File: config.mk
export PLATFORM = sky130hd
export DESIGN_NAME = bus_responder
export DESIGN_NICKNAME = d
export VERILOG_FILES = /design/src/rtl/scd_bus_pkg.sv /design/src/rtl/sync_fifo.sv /design/src/rtl/bus_responder.sv
export SDC_FILE = /design/constraint.sdc
export NUM_CORES = 2
export LEC_CHECK = 0
export ABC_AREA = 1
export ABC_CLOCK_PERIOD_IN_PS = 3300
export CAP_MARGIN = 20
export CORE_MARGIN = 3
export CORE_UTILIZATION = 25
export CTS_BUF_LIST = sky130_fd_sc_hd__clkbuf_4 sky130_fd_sc_hd__clkbuf_8
export DETAILED_ROUTE_END_ITERATION = 10
export SLEW_MARGIN = 20
export SYNTH_ARGS = -nofsm -noshare
export SYNTH_HDL_FRONTEND = slang
export SYNTH_SLANG_ARGS = --single-unit
File: constraint.sdc
create_clock -name clk -period 3.3 [get_ports clk]
set_input_delay 0.825 -clock clk [delete_from_list [all_inputs] [get_ports clk]]
set_output_delay 0.825 -clock clk [all_outputs]
set_load 0.02 [all_outputs]
File: src/rtl/scd_bus_pkg.sv
// Shared constants for the CPU bus responder: bus widths, I/O register offsets
// and STATUS bit positions.
package scd_bus_pkg;

   localparam int unsigned BUS_DATA_W = 16;
   localparam int unsigned BUS_ADDR_W = 8;
   localparam int unsigned IO_OFF_W   = 4;

   // Byte offsets of the I/O registers inside the 16-byte page
   localparam logic [IO_OFF_W-1:0] IO_CYCLE  = 4'h0;
   localparam logic [IO_OFF_W-1:0] IO_TX     = 4'h2;
   localparam logic [IO_OFF_W-1:0] IO_STATUS = 4'h4;
   localparam logic [IO_OFF_W-1:0] IO_HALT   = 4'h6;

   localparam int unsigned ST_EMPTY = 0;
   localparam int unsigned ST_FULL  = 1;
   localparam int unsigned ST_OVF   = 2;

endpackage

File: src/rtl/sync_fifo.sv
// Single-clock show-ahead FIFO; a push into a full FIFO is accepted only when
// a pop frees a slot in the same cycle.
module sync_fifo #(
   parameter int unsigned WIDTH = 16,
   parameter int unsigned DEPTH = 4
) (
   input  logic                     clk,
   input  logic                     rst,
   input  logic                     push,
   input  logic                     pop,
   input  logic [WIDTH-1:0]         wdata,
   output logic [WIDTH-1:0]         rdata,
   output logic                     full,
   output logic                     empty,
   output logic [$clog2(DEPTH):0]   count
);

   localparam int unsigned AW = $clog2(DEPTH);

   logic [WIDTH-1:0] mem [DEPTH];
   logic [AW-1:0]    wr_ptr;
   logic [AW-1:0]    rd_ptr;
   logic             do_push;
   logic             do_pop;

   assign empty   = (count == '0);
   assign full    = (count == (AW+1)'(DEPTH));
   assign do_pop  = pop & ~empty;
   assign do_push = push & (~full | do_pop);
   assign rdata   = mem[rd_ptr];

   always_ff @(posedge clk or posedge rst) begin
      if (rst) begin
         wr_ptr <= '0;
         rd_ptr <= '0;
         count  <= '0;
      end else begin
         if (do_push) wr_ptr <= wr_ptr + 1'b1;
         if (do_pop)  rd_ptr <= rd_ptr + 1'b1;
         case ({do_push, do_pop})
            2'b10:   count <= count + 1'b1;
            2'b01:   count <= count - 1'b1;
            default: count <= count;
         endcase
      end
   end

   // Storage is data-only and deliberately not reset
   always_ff @(posedge clk) begin
      if (do_push) mem[wr_ptr] <= wdata;
   end

endmodule

File: src/rtl/bus_responder.sv
// CPU bus target: word RAM plus an I/O page with a cycle counter, a console
// TX FIFO drained over valid/ready, and a sticky halt flag.
module bus_responder
   import scd_bus_pkg::*;
#(
   parameter int unsigned            FIFO_DEPTH = 4,
   parameter logic [BUS_ADDR_W-1:0]  IO_BASE    = 8'hF0
) (
   input  logic                  clk,
   input  logic                  rst,
   input  logic                  we,
   input  logic [BUS_ADDR_W-1:0] addr,
   input  logic [BUS_DATA_W-1:0] wdata,
   output logic [BUS_DATA_W-1:0] rdata,
   output logic                  out_valid,
   output logic [BUS_DATA_W-1:0] out_data,
   input  logic                  out_ready,
   output logic                  halt
);

   localparam int unsigned CNT_W     = $clog2(FIFO_DEPTH) + 1;
   localparam int unsigned RAM_WORDS = 2 ** (BUS_ADDR_W - 1);

   // Full word space is allocated; words shadowed by the I/O page are never used
   logic [BUS_DATA_W-1:0] ram [RAM_WORDS];

   logic                  io_hit;
   logic [IO_OFF_W-1:0]   io_off;
   logic [BUS_ADDR_W-2:0] word_idx;
   logic                  unused_addr_lsb;

   logic wr_cycle;
   logic wr_tx;
   logic wr_status;
   logic wr_halt;

   logic [BUS_DATA_W-1:0] cycle_cnt;
   logic                  ovf;
   logic [BUS_DATA_W-1:0] status_word;

   logic                  fifo_pop;
   logic                  fifo_full;
   logic                  fifo_empty;
   logic [CNT_W-1:0]      fifo_count;

   assign io_hit          = (addr[BUS_ADDR_W-1:4] == IO_BASE[BUS_ADDR_W-1:4]);
   assign io_off          = {addr[3:1], 1'b0};
   assign word_idx        = addr[BUS_ADDR_W-1:1];
   assign unused_addr_lsb = addr[0];

   assign wr_cycle  = we & io_hit & (io_off == IO_CYCLE);
   assign wr_tx     = we & io_hit & (io_off == IO_TX);
   assign wr_status = we & io_hit & (io_off == IO_STATUS);
   assign wr_halt   = we & io_hit & (io_off == IO_HALT);

   assign out_valid = ~fifo_empty;
   assign fifo_pop  = out_valid & out_ready;

   sync_fifo #(
      .WIDTH (BUS_DATA_W),
      .DEPTH (FIFO_DEPTH)
   ) u_tx_fifo (
      .clk   (clk),
      .rst   (rst),
      .push  (wr_tx),
      .pop   (fifo_pop),
      .wdata (wdata),
      .rdata (out_data),
      .full  (fifo_full),
      .empty (fifo_empty),
      .count (fifo_count)
   );

   always_ff @(posedge clk) begin
      if (we & ~io_hit) ram[word_idx] <= wdata;
   end

   // Counter write wins over increment; ovf set and W1C clear never coincide
   always_ff @(posedge clk or posedge rst) begin
      if (rst) begin
         cycle_cnt <= '0;
         ovf       <= 1'b0;
         halt      <= 1'b0;
      end else begin
         cycle_cnt <= wr_cycle ? wdata : cycle_cnt + BUS_DATA_W'(1);
         if (wr_tx & fifo_full & ~fifo_pop)
            ovf <= 1'b1;
         else if (wr_status & wdata[ST_OVF])
            ovf <= 1'b0;
         if (wr_halt) halt <= 1'b1;
      end
   end

   always_comb begin
      status_word                   = '0;
      status_word[BUS_DATA_W-1:8]   = 8'(fifo_count);
      status_word[ST_OVF]           = ovf;
      status_word[ST_FULL]          = fifo_full;
      status_word[ST_EMPTY]         = fifo_empty;
   end

   // Zero-latency read path; shows pre-write state during a write cycle
   always_comb begin
      rdata = '0;
      if (io_hit) begin
         case (io_off)
            IO_CYCLE:  rdata = cycle_cnt;
            IO_STATUS: rdata = status_word;
            IO_HALT:   rdata = BUS_DATA_W'(halt);
            default:   rdata = '0;
         endcase
      end else begin
         rdata = ram[word_idx];
      end
   end

endmodule

==> run_results.csv <==
group,metric,value,unit
synth,synth_cell_types,31,
timing,min_period,4.01,ns
clock_tree,numCtsBuffers,377,
layout,drive_above_1_share,15.1,%
floorplan,io_pins,62,
synth,yosysMostFrequentCell,"nand2_1",
synth,ys_seq_area_share,69.8,%
synth,avgSynthCellArea,9.97,sq um
worst_setup_path,critPathLaunchType,"input port",
synth,synth_top_cell_area_share,69.1,%
timing,fin_hold_ws,0.137,ns
timing,slew_violations,0,
layout,areaGrowthSynthToFinish,24.2,%
floorplan,initial_utilization,25.2,%
route,wirelength,282000,um
synth,ys_warn_count,0,
worst_setup_path,critPathMaxFanout,8,
clock_tree,cts_tree,"done",
timing,clock.fmax,0.249,GHz
layout,fill_cells,36900,
synth,ys_top_cells_by_count,"4870 x nand2_1, 2112 x edfxtp_1, 775 x inv_1, 501 x nand3_1, 352 x nor2_1",
synth,syn-cell-area,91800,sq um
route,drc_errors,0,
route,final_antenna_net_count,0,
grt,grt_max_degree,69,
synth,netlist_instances,9206,
grt,antenna_found_initial,11,
clock_tree,cts_buffer_depth,4,
grt,grt-ovfl-total,0,
floorplan,core_area,364000,sq um
clock_tree,cts.sinks,2137,
clock_tree,htree_levels,5,
floorplan,fp.dieW,612,um
route,dr.pass1.iters,6,
synth,synth.ff_latch_count,2137,
worst_setup_path,crit_type,"in -> out",
timing,post-route-period-util,122,%
timing,rsz0062_at_grt,"true",
synth,synth_async_sr_flop_share,1.17,%
timing,setup_ws,-0.714,ns
synth,yosysTopAreaCell,"edfxtp_1",
route,vias_per_cell,4.40,
synth,synth-main-ff-cell,"edfxtp_1",
worst_setup_path,endpoint_kind,"output port",
place,portBuffers,60,
floorplan,placementRows,221,
flow_run,drv_cap,0,
route,vias,66200,
power,ir_drop,0.352,mV
run_status,outcome,"finished, violations left",
power,power,60600,uW
place,gp_congestion,0.884,
place,dp_hpwl,163000,um
synth,synth_area_leaders,"edfxtp_1 69%, nand2_1 20%, inv_1 3.2%",
worst_setup_path,required,2.47,ns
clock_tree,clk_pin_slew,0.07,ns
timing,fin_setup_tns,-10.18,ns
power,power_leakage,0.0482,uW
floorplan,die-area,375000,sq um
route,wl_per_cell,18.7,um
floorplan,die_y,612,um
timing,worstMarginPinSlew,0.850,ns
power,powerDensity,531,nW/um^2
synth,synth_edf_count,2112,
run_status,violations,"negative setup slack",
clock_tree,clkLatencyLatePin,1.06,ns
hold_path,hp-class,"in -> async",
grt,grt_use_total,14.5,%
grt,grt_pass1_vias,62600,
timing,setup_violations,16,
worst_setup_path,arrival,3.19,ns
clock_tree,ctsRootBufferMaster,"clkbuf_8",
timing,maxSlewHeadroom,43.4,%
timing,skew,0.0657,ns
grt,grt_pass1_wl,410000,um
layout,finalNetCount,10000,
timing,hold_viol,0,
route,drtIter0Drc,6992,
==> power breakdown <==
| group | internal [uW] | switching [uW] | total, uW |
|---|---|---|---|
| Sequential | 30200 | 172 | 30300 |
| Clock | 12700 | 10700 | 23400 |
| Combinational | 2450 | 4430 | 6880 |
| Total | 45300 | 15300 | 60600 |
==> layout make-up <==
cell class / count / area [sq um] / share of cell area (%)
well taps: 4794 / 6000 / 5.26
repair buffers: 723 / 9680 / 8.49
repair inverters: 3 / 35.0 / 0.0307
inverters: 779 / 2970 / 2.61
flip-flops and latches: 2137 / 64000 / 56.1
diodes: 12 / 30.0 / 0.0263
clock inverters: 101 / 529 / 0.464
clock buffers: 537 / 6460 / 5.66
multi-input cells: 5969 / 24300 / 21.3
==> placed cells by master (no fill, tap or decap), drive strengths merged, types with 17 or more instances in the layout <==
cell type | netlist | routed
clkbuf | 183 | 545
edfxtp | 2112 | 2112
nand2 | 4871 | 4871
o22ai | 18 | 18
inv | 778 | 782
dfrtp | 25 | 25
o21ai | 47 | 47
bufbuf | 0 | 17
nand3 | 501 | 501
clkinv | 1 | 91
nor2 | 357 | 357
buf | 265 | 689
conb | 1 | 128
==> stage by stage <==
step / cells / utilization [%] / worst slack, ns / cell area, sq um
2_1_floorplan: 9333 / - / 0.168 / 92300
3_3_place_gp: 14300 / 28.6 / -1.68 / 104000
3_5_place_dp: 14300 / 28.6 / -1.69 / 104000
4_1_cts: 15000 / 31.2 / -0.668 / 113000
5_1_grt: 15000 / 31.3 / -0.767 / 114000
6_report: 15100 / 31.3 / -0.714 / 114000
==> critical path, stage by stage <==
cell	delay [ns]
buf_16	0.15
inv_16	0.11
buf_16	0.19
bufbuf_16	0.28
nand2_1	0.06
nand2_1	0.05
nand2_1	0.05
nand2_1	0.06
nand2_1	0.11
nand2_1	0.07
nand2_1	0.06
nand2_1	0.11
nor2_2	0.17
nor2_2	0.08
nor2_2	0.16
buf_4	0.14
nand2_2	0.06
buf_6	0.14
nand2_1	0.05
nand2_1	0.05
buf_4	0.15
==> registers in the layout (all words and copies together) (netlist names) <==
register / cells
ovf: 1
u_tx_fifo.count: 3
cycle_cnt: 16
u_tx_fifo.mem: 64
u_tx_fifo.wr_ptr: 2
u_tx_fifo.rd_ptr: 2
halt: 1
ram: 2048
==> metal layers <==
metal	vias up	global-route usage, %	part of all wire (%)
met2	2651	23.3	46
met1	32000	19.4	42
met3	557	2.49	7.7
met5	-	0	0.0046
li1	31000	-	-
met4	2	5.85	3.8
==> logic make-up (layout without fill, tap and decap cells) <==
kind of cell    Yosys count  in the layout  share of synthesized area (%)
compound gates           84             84                          0.503
xor+xnor                 14             14                          0.134
fa+ha+maj                 6              6                         0.0899
buf+inv                1227           2143                           5.34
flops                  2137           2137                           69.8
other cells               1            140                        0.00408
simple gates           5737           5737                           24.2
==> final timing paths <==
path | start | end | slack, ns | depth (start not counted)
worst max-delay path | addr[1] | rdata[6] | -0.71 | 21
worst min-delay path | rst | cycle_cnt[6] | 0.14 | 3
worst max register to register | cycle_cnt[0] | cycle_cnt[12] | 1.11 | 11
worst min register to register | u_tx_fifo.count[0] | u_tx_fifo.count[0] | 0.50 | 1
max in group asynchronous | rst | u_tx_fifo.wr_ptr[1] | 2.86 | 3
min in group clk | wdata[13] | ram[54][13] | 0.19 | 1
==> timing repair <==
action                                  in CTS  in global routing
endpoints found under the setup margin      33                 31
pin swaps                                   87                 24
hold buffers                                 0                  0
setup buffers                               38                 10
gates cloned                                33                 11
resized for setup                          516                101
Note: power is estimated with default switching activity, not from simulation.
